===== src/rtl/video_timing_pkg.sv =====
// Shared constants for the raster timing source: 720p60 defaults, pattern
// select codes and the helper that sizes a line/frame from its four segments.
package video_timing_pkg;

  localparam int DEF_H_ACTIVE = 1280;
  localparam int DEF_H_FP     = 110;
  localparam int DEF_H_SYNC   = 40;
  localparam int DEF_H_BP     = 220;
  localparam int DEF_V_ACTIVE = 720;
  localparam int DEF_V_FP     = 5;
  localparam int DEF_V_SYNC   = 5;
  localparam int DEF_V_BP     = 20;

  localparam logic [1:0] SEL_SOLID = 2'b00;
  localparam logic [1:0] SEL_CROSS = 2'b01;
  localparam logic [1:0] SEL_OMBRE = 2'b10;
  localparam logic [1:0] SEL_MULTI = 2'b11;

  function automatic int calc_total(input int active, input int fp,
                                    input int sync, input int bp);
    return active + fp + sync + bp;
  endfunction

endpackage


===== src/rtl/video_timing_generator_wrap_counter.sv =====
// Modulo (MAX+1) counter that resets to its terminal value, so the first
// enabled clock after reset lands on zero.
module wrap_counter #(
  parameter int MAX = 1649,
  parameter int W   = 11
) (
  input  logic         i_clk,
  input  logic         i_rst_n,
  input  logic         i_en,
  output logic [W-1:0] o_count,
  output logic         o_tc
);

  localparam logic [W-1:0] LAST = W'(MAX);

  logic [W-1:0] r_count;

  assign o_tc    = (r_count == LAST);
  assign o_count = r_count;

  always_ff @(posedge i_clk or negedge i_rst_n) begin
    if (!i_rst_n) begin
      r_count <= LAST;
    end else if (i_en) begin
      r_count <= o_tc ? '0 : r_count + 1'b1;
    end
  end

endmodule


===== src/rtl/video_timing_generator.sv =====
// Raster timing source: pixel/line counters plus registered sync, active,
// new-frame strobe, frame counter and a per-frame latched pattern select.
module video_timing_generator
  import video_timing_pkg::*;
#(
  parameter int H_ACTIVE = DEF_H_ACTIVE,
  parameter int H_FP     = DEF_H_FP,
  parameter int H_SYNC   = DEF_H_SYNC,
  parameter int H_BP     = DEF_H_BP,
  parameter int V_ACTIVE = DEF_V_ACTIVE,
  parameter int V_FP     = DEF_V_FP,
  parameter int V_SYNC   = DEF_V_SYNC,
  parameter int V_BP     = DEF_V_BP,
  parameter int SYNC_POL = 1,
  parameter int FC_WIDTH = 6,
  localparam int H_TOTAL = calc_total(H_ACTIVE, H_FP, H_SYNC, H_BP),
  localparam int V_TOTAL = calc_total(V_ACTIVE, V_FP, V_SYNC, V_BP),
  localparam int HW      = $clog2(H_TOTAL),
  localparam int VW      = $clog2(V_TOTAL)
) (
  input  logic                i_clk,
  input  logic                i_rst_n,
  input  logic                i_en,
  input  logic [1:0]          i_sel,
  output logic [HW-1:0]       o_hcount,
  output logic [VW-1:0]       o_vcount,
  output logic                o_hsync,
  output logic                o_vsync,
  output logic                o_active_draw,
  output logic                o_new_frame,
  output logic [FC_WIDTH-1:0] o_frame_count,
  output logic [1:0]          o_sel
);

  localparam logic [HW-1:0] H_ACT    = HW'(H_ACTIVE);
  localparam logic [HW-1:0] HS_FIRST = HW'(H_ACTIVE + H_FP);
  localparam logic [HW-1:0] HS_LAST  = HW'(H_ACTIVE + H_FP + H_SYNC - 1);
  localparam logic [VW-1:0] V_ACT    = VW'(V_ACTIVE);
  localparam logic [VW-1:0] VS_FIRST = VW'(V_ACTIVE + V_FP);
  localparam logic [VW-1:0] VS_LAST  = VW'(V_ACTIVE + V_FP + V_SYNC - 1);
  localparam logic          SYNC_ON  = (SYNC_POL != 0);

  function automatic logic sync_level(input logic on);
    return SYNC_ON ? on : ~on;
  endfunction

  logic          w_h_tc;
  logic          w_v_tc;
  logic          w_v_en;
  logic [HW-1:0] w_h_count;
  logic [VW-1:0] w_v_count;
  logic [HW-1:0] w_h_next;
  logic [VW-1:0] w_v_next;
  logic          w_hs_on;
  logic          w_vs_on;
  logic          w_active;
  logic          w_frame;

  logic                r_hsync;
  logic                r_vsync;
  logic                r_active;
  logic                r_new_frame;
  logic [FC_WIDTH-1:0] r_frame_count;
  logic [1:0]          r_sel;

  assign w_v_en = i_en & w_h_tc;

  wrap_counter #(.MAX(H_TOTAL - 1), .W(HW)) u_hcnt (
    .i_clk   (i_clk),
    .i_rst_n (i_rst_n),
    .i_en    (i_en),
    .o_count (w_h_count),
    .o_tc    (w_h_tc)
  );

  wrap_counter #(.MAX(V_TOTAL - 1), .W(VW)) u_vcnt (
    .i_clk   (i_clk),
    .i_rst_n (i_rst_n),
    .i_en    (w_v_en),
    .o_count (w_v_count),
    .o_tc    (w_v_tc)
  );

  // Decode from the counts the counters are about to take, so the registered
  // flags line up with the registered counts in the same cycle.
  assign w_h_next = w_h_tc ? '0 : w_h_count + 1'b1;
  assign w_v_next = !w_h_tc ? w_v_count : (w_v_tc ? '0 : w_v_count + 1'b1);

  assign w_hs_on  = (w_h_next >= HS_FIRST) && (w_h_next <= HS_LAST);
  assign w_vs_on  = (w_v_next >= VS_FIRST) && (w_v_next <= VS_LAST);
  assign w_active = (w_h_next < H_ACT) && (w_v_next < V_ACT);
  assign w_frame  = (w_h_next == H_ACT) && (w_v_next == V_ACT);

  always_ff @(posedge i_clk or negedge i_rst_n) begin
    if (!i_rst_n) begin
      r_hsync       <= ~SYNC_ON;
      r_vsync       <= ~SYNC_ON;
      r_active      <= 1'b0;
      r_new_frame   <= 1'b0;
      r_frame_count <= '0;
      r_sel         <= SEL_SOLID;
    end else if (i_en) begin
      r_hsync     <= sync_level(w_hs_on);
      r_vsync     <= sync_level(w_vs_on);
      r_active    <= w_active;
      r_new_frame <= w_frame;
      if (w_frame) begin
        r_frame_count <= r_frame_count + 1'b1;
        r_sel         <= i_sel;
      end
    end
  end

  assign o_hcount      = w_h_count;
  assign o_vcount      = w_v_count;
  assign o_hsync       = r_hsync;
  assign o_vsync       = r_vsync;
  assign o_active_draw = r_active;
  assign o_new_frame   = r_new_frame;
  assign o_frame_count = r_frame_count;
  assign o_sel         = r_sel;

endmodule


===== config.mk =====
export PLATFORM = sky130hd
export DESIGN_NAME = video_timing_generator
export DESIGN_NICKNAME = d
export VERILOG_FILES = /design/src/rtl/video_timing_pkg.sv /design/src/rtl/video_timing_generator_wrap_counter.sv /design/src/rtl/video_timing_generator.sv
export SDC_FILE = /design/constraint.sdc
export NUM_CORES = 1
export LEC_CHECK = 0
export ABC_AREA = 0
export CAP_MARGIN = 25
export CELL_PAD_IN_SITES_DETAIL_PLACEMENT = 0
export CELL_PAD_IN_SITES_GLOBAL_PLACEMENT = 2
export CORE_ASPECT_RATIO = 0.8
export CORE_MARGIN = 1
export CORE_UTILIZATION = 29
export DETAILED_ROUTE_END_ITERATION = 10
export PLACE_DENSITY = 0.82
export SLEW_MARGIN = 5
export SYNTH_ARGS = -nofsm -noshare
export SYNTH_HDL_FRONTEND = slang
export SYNTH_SLANG_ARGS = --single-unit

===== constraint.sdc =====
create_clock -name i_clk -period 2.72 [get_ports i_clk]
set_input_delay 0.816 -clock i_clk [delete_from_list [all_inputs] [get_ports i_clk]]
set_output_delay 0.816 -clock i_clk [all_outputs]
set_load 0.1 [all_outputs]

### After elaboration in Yosys (flattened, before gate mapping)

Cells that the tools add are included.

* bits in registers: 33
* latch bits: 0
* memory bits (writable): 0
* bits in read-only memories: 0
* input port bits: 5
* output and inout port bits: 33
* logic and storage cells: 30
* memories: 0

* $add $sub $neg: 3
* multipliers: 0
* div/mod/pow operators: 0
* $lt $le $gt $ge: 6
* eq/ne operators: 4
* shifts and indexed selects: 0
* mux-type cells: 3
* bitwise operators: 1
* reduce and logical (&&, ||, !) cells: 5

Operators with widths (count)
* $eq A11 B11 Y1 const B: 2
* $eq A10 B10 Y1 const B: 2
* $mux W10: 2
* $add A11 B1 Y11 const B: 1
* $ge A11 B11 Y1 const B: 1
* $le A11 B11 Y1 const B: 1
* $lt A11 B11 Y1 const B: 1
* $mux W11: 1
* $add A10 B1 Y10 const B: 1
* $ge A10 B10 Y1 const B: 1
* $le A10 B10 Y1 const B: 1
* $lt A10 B10 Y1 const B: 1
* $add A6 B1 Y6 const B: 1
* $logic_and A1 B1 Y1: 4
* $reduce_and A2 Y1: 1
* $and A1 B1 Y1: 1

### Logic depth before layout (Yosys ltp)

Gate-level depths: netlist (run 1).

* word-level depth: 6
* depth in mapped cells: 11
* mapped depth without buffers: 9

### By module

A second synthesis (run 1) with hierarchy kept.

* cell total of the unflattened synthesis: 269
* area, all modules: 2447.3 µm²

By module, submodules not included
* video_timing_generator: times used 1, cells an instance 157, area an instance 1301.2 µm², sequential area each 300.3 µm²
* wrap_counter at u_hcnt: times used 1, cells an instance 54, area an instance 579.3 µm², sequential area each 282.8 µm²
* wrap_counter at u_vcnt: times used 1, cells an instance 58, area an instance 566.8 µm², sequential area each 259.0 µm²

### Worst setup path before layout (run 1)

OpenSTA, ideal clock, no wires.

* path kind: register to register
* from: reg u_hcnt.r_count[3] (netlist: u_hcnt.o_count[3])
* to: reg r_frame_count[5] (netlist: o_frame_count[5])
* setup time: 158 ps
* data arrival time: 3183 ps
* data required time: 2562 ps
* slack: -621 ps
* cell stages (with the launch flop): 10
* path buffers: 2
* clock period less this slack: 3341 ps
* path through: dfrtp_1 -> buf_2 -> and4_1 -> clkbuf_1 -> a21oi_1 -> nand4b_1 -> nor4b_1 -> nand3_1 -> or4_1 -> xnor2_1

* longest elaborated chain between the ends: 5
* elaborated cells between the ends (all ways): 8
* classes of those cells: add/sub (1); eq/ne (3); mux (2); reduce/logical (2)

RTL lines
* start, declared: RTL line video_timing_generator_wrap_counter.sv:16 `logic [W-1:0] r_count;`
* start signal, assigned: RTL line video_timing_generator_wrap_counter.sv:25 `r_count <= o_tc ? '0 : r_count + 1'b1;`
* $add A11 B1 Y11 or $eq A11 B11 Y1 (tied branches): RTL line video_timing_generator.sv:86, video_timing_generator_wrap_counter.sv:18
* $mux W11 or $mux W10 (tied branches): RTL line video_timing_generator.sv:86, video_timing_generator.sv:87
* $eq A11 B11 Y1 or $eq A10 B10 Y1 (tied branches): RTL line video_timing_generator.sv:92 `assign w_frame = (w_h_next == H_ACT) && (w_v_next == V_ACT);`
* $logic_and A1 B1 Y1 (*): RTL line video_timing_generator.sv:92
* $reduce_and A2 Y1 (no source line) (*)
* end signal, assigned: RTL line video_timing_generator.sv:108 `r_frame_count <= r_frame_count + 1'b1;`
* end, declared: RTL line video_timing_generator.sv:63 `logic [FC_WIDTH-1:0] r_frame_count;`

Every way passes the cells marked *; elsewhere a longest branch is shown, timed or not.
A chain may end at the register's enable or synchronous reset.

### Final worst setup path (run 1)

* from: reg u_hcnt.r_count[10] (netlist: u_hcnt.o_count[10])
* to: reg r_sel[0] (netlist: o_sel[0])

* longest elaborated chain between the ends: 5
* elaborated cells between the ends (all ways): 8
* classes of those cells: add/sub (1); eq/ne (3); mux (2); reduce/logical (2)

RTL lines
* $add A11 B1 Y11 or $eq A11 B11 Y1 (tied branches): RTL line video_timing_generator.sv:86, video_timing_generator_wrap_counter.sv:18
* $mux W11 or $mux W10 (tied branches): RTL line video_timing_generator.sv:86, video_timing_generator.sv:87
* $eq A11 B11 Y1 or $eq A10 B10 Y1 (tied branches): RTL line video_timing_generator.sv:92
* $logic_and A1 B1 Y1 (*): RTL line video_timing_generator.sv:92
* $reduce_and A2 Y1 (no source line) (*)
* end signal, assigned: RTL line video_timing_generator.sv:109 `r_sel <= i_sel;`
* end, declared: RTL line video_timing_generator.sv:64 `logic [1:0] r_sel;`

Marked as above.

==> impl_metrics.csv, run 1 <==
group,metric,value,unit
cts,clk-insertion-delay-late,0.29,ns
critical_path,worstSetupStartpointType,"register",
floorplanning,initial_core_util,0.306,
global_route,antenna_found_initial,0,
run,maxCapViolCount,0,
global_route,grt_max_degree,34,
floorplanning,core-area,7570,µm²
logic_synthesis,yosysTopAreaCell,"dfrtp_1",
routing,dr_total_vias,2332,
power_and_ir_drop,total_power,1890,µW
critical_path,required,2.89,ns
cts,ctsHoldBuffers,0,
critical_path,slowest_stage,"dfstp_4",
logic_synthesis,synth_area_leaders,"dfrtp_1, dfstp_2, nand2_1",
global_route,grtUsageTotal,0.181,
critical_path,end_kind,"register",
logic_synthesis,synthAdderAreaFrac,0.0270,
critical_path,path_max_fanout,5,
logic_synthesis,async_flop_share,1.00,
logic_synthesis,yosys.area_share.simple,0.255,
routing,drtIter0Drc,78,
power_and_ir_drop,irDropWorstVdd,315,µV
logic_synthesis,synth.avg_cell_area,8.51,µm²
hold_path,min_path_type,"reg -> reg",
routing,finalWirelength,7220,µm
sta,setup_viol_count_final,7,
status,violations,"negative setup slack",
cts,clock_sinks,33,
logic_synthesis,yosysUniqueCellTypes,54,
floorplanning,die_w,102,µm
critical_path,worstSetupPathType,"reg -> reg",
layout,layout-drive-gt1-share,0.426,
logic_synthesis,syn-cell-area,2310,µm²
sta,setup-tns-final,-0.275,ns
layout,area_growth,48.8,%
global_route,grt_first_pass_wirelength,11500,µm
logic_synthesis,synth_commonest_cells,"nand2_1, o21ai_0, dfrtp_1",
sta,clock.fmax,356,MHz
power_and_ir_drop,pwr_density_cell,550,nW/µm²
critical_path,path_cells,"or4b_4 > nor4_4 > buf_4 > mux2i_2 > a221oi_2 > o211ai_4 > nor3_4 > mux2_2",
routing,final_antenna_net_count,0,
routing,dr.pass1.iters,4,
logic_synthesis,synthXorXnorAreaFrac,0.0605,
critical_path,startpoint,"u_hcnt.o_count[10]",
cts,htree_levels,2,
placed_design,placed_area,3120,µm²
sta,slew_violations,0,
logic_synthesis,seq_area_frac_synth,0.364,
placed_design,place_hpwl,5170,µm
logic_synthesis,synth_compound_area_frac,0.208,
sta,fin_crit_sh,1.03,
sta,relSlewSlack,0.663,
routing,wl_per_cell,15.6,µm
cts,numCtsBuffers,5,
layout,fin_area,3440,µm²
critical_path,cp.arrival,2.98,ns
layout,num-fill-cells,751,
cts,clkTransAtPathRegs,0.08,ns
logic_synthesis,synth_edf_count,0,
hold_path,worst_hold_startpoint,"o_new_frame",
logic_synthesis,syn_nets,282,
floorplanning,die_h,81.9,µm
logic_synthesis,synth_top_family_by_area,"simple AND/OR/NAND/NOR gates",
cts,cts_root_buffer,"clkbuf_8",
cts,cts_buffer_depth,2,
sta,fin_worst_skew,0.00750,ns
layout,fin_cells,462,
logic_synthesis,ys_ff_latch,33,
placed_design,port_buffers,37,
layout,diodes,0,
sta,rsz0062_at_grt,"yes",
global_route,grt_pass1_vias,2210,
global_route,gr-total-overflow,0,
sta,fin_ws,-0.0914,ns
logic_synthesis,yosys.cell_count.top_type,"nand2_1",
sta,hold_viol_final,0,
routing,drc,0,
floorplanning,die-area,8350,µm²
critical_path,critPathMaxStageDelay,0.61,ns
status,status,"complete, but fails checks",
placed_design,place_congestion,0.838,
layout,nets,366,
critical_path,r2r_start,"u_hcnt.o_count[10]",
floorplanning,ios,38,
routing,vias_per_cell,5.05,
logic_synthesis,netlist_instances,272,
power_and_ir_drop,p_leak,0.00150,µW
logic_synthesis,synth_top_area_frac,0.216,
cts,cts_tree,"done",
placed_design,placed_cells,444,
sta,min_period,2.81,ns
logic_synthesis,synthMuxAreaShare,0.0330,
logic_synthesis,synth-main-ff-cell,"dfrtp_1",
floorplanning,row_count,28,
logic_synthesis,yosysWarningCount,0,
sta,worst_pin_slew,0.505,ns
[state kept, by name, summed over array words and instances (netlist names)]
signal and cells:
o_active_draw 1, o_frame_count 6, o_hsync 1, o_new_frame 1
o_sel 2, o_vsync 1, u_hcnt.o_count 11, u_vcnt.o_count 10
[path summary, 6_finish.rpt]
| check | to | slack [ns] | depth (start not counted) |
|---|---|---|---|
| max in group asynchronous | u_hcnt.o_count[4] | 1.44 | 2 |
| hold reg to reg | o_new_frame | 0.50 | 1 |
| setup reg to reg | o_sel[0] | -0.09 | 8 |
| setup / recovery | o_sel[0] | -0.09 | 8 |
| hold / removal | o_new_frame | 0.50 | 1 |
| min in group asynchronous | u_vcnt.o_count[1] | 0.94 | 2 |
[layout by cell type, fill, tap and decap left out, types with 7 or more instances in the layout]
master | Yosys | final
dfrtp_1 | 20 | 12
and3_1 | 11 | 11
xnor2_1 | 11 | 11
nand2_1 | 38 | 37
inv_1 | 8 | 8
o21ai_0 | 28 | 25
nor2_1 | 12 | 12
dfstp_2 | 13 | 7
nand3_1 | 10 | 9
buf_4 | 0 | 90
a21oi_1 | 9 | 8
[routing by layer]
layer  GRT usage  wire (µm)  vias to the layer above  share of wire
li1            -          -                     1165              -
met5           0          0                        -              0
met4      0.0343         57                        0         0.0079
met1       0.263       3680                     1109           0.51
met2       0.278       3180                       51           0.44
met3      0.0349        302                        7          0.042
[through the flow]
| step | util | setup slack, ns | hold WS (ns) |
|---|---|---|---|
| global route | 0.455 | -0.194 | 0.530 |
| detailed placement | 0.412 | -0.161 | 0.477 |
| CTS | 0.441 | -0.112 | 0.509 |
| global placement | 0.412 | -0.0978 | 0.493 |
| finish | 0.455 | -0.0914 | 0.500 |
| floorplan | - | -0.244 | 0.520 |
[report_power, final]
| part | internal [µW] | switching [µW] | total (µW) |
|---|---|---|---|
| sequential | 554 | 38.0 | 592 |
| clock | 299 | 200 | 499 |
| combinational | 246 | 557 | 802 |
| total | 1100 | 795 | 1890 |
[worst max-delay path, delay by kind of cell (launching register included)]
family | cells | cell delay [ns]
AOI/OAI and AO/OA | 2 | 0.48
buffers and inverters | 1 | 0.20
DFF | 1 | 0.61
muxes | 2 | 0.45
and+or+nand+nor | 3 | 0.95
[cells by family after synthesis]
logic type / Yosys count
xor gates and xnor gates: 16
DFF: 33
adders and majority gates: 5
AOI/OAI and AO/OA: 72
muxes: 7
buffers and inverters: 29
and+or+nand+nor: 110
[cell type report]
cell class | instances | area (µm²) | area share
Multi-Input combinational cell | 210 | 1530 | 0.445
Clock inverter | 1 | 30.0 | 0.00872
Sequential cell | 33 | 880 | 0.255
Timing Repair Buffer | 97 | 749 | 0.218
Tap cell | 105 | 131 | 0.0381
Clock buffer | 7 | 86.3 | 0.0251
Inverter | 9 | 33.8 | 0.00981
[repair_timing]
action / CTS / global route
pin swaps: 5 / 7
setup endpoints to repair: 9 / 9
setup buffers: 7 / 4
gates resized for setup: 9 / 18
No activity file was read; power rests on OpenSTA's default activity.
==> run 2: changes to the inputs <==
--- a/config.mk
+++ b/config.mk
@@ -13,6 +13,7 @@
 export CORE_MARGIN = 1
 export CORE_UTILIZATION = 29
 export DETAILED_ROUTE_END_ITERATION = 10
+export GPL_ROUTABILITY_DRIVEN = 0
 export PLACE_DENSITY = 0.82
 export SLEW_MARGIN = 5
 export SYNTH_ARGS = -nofsm -noshare
==> results of run 2 <==
Final layout, timing and power as in run 1 (identical DEF).
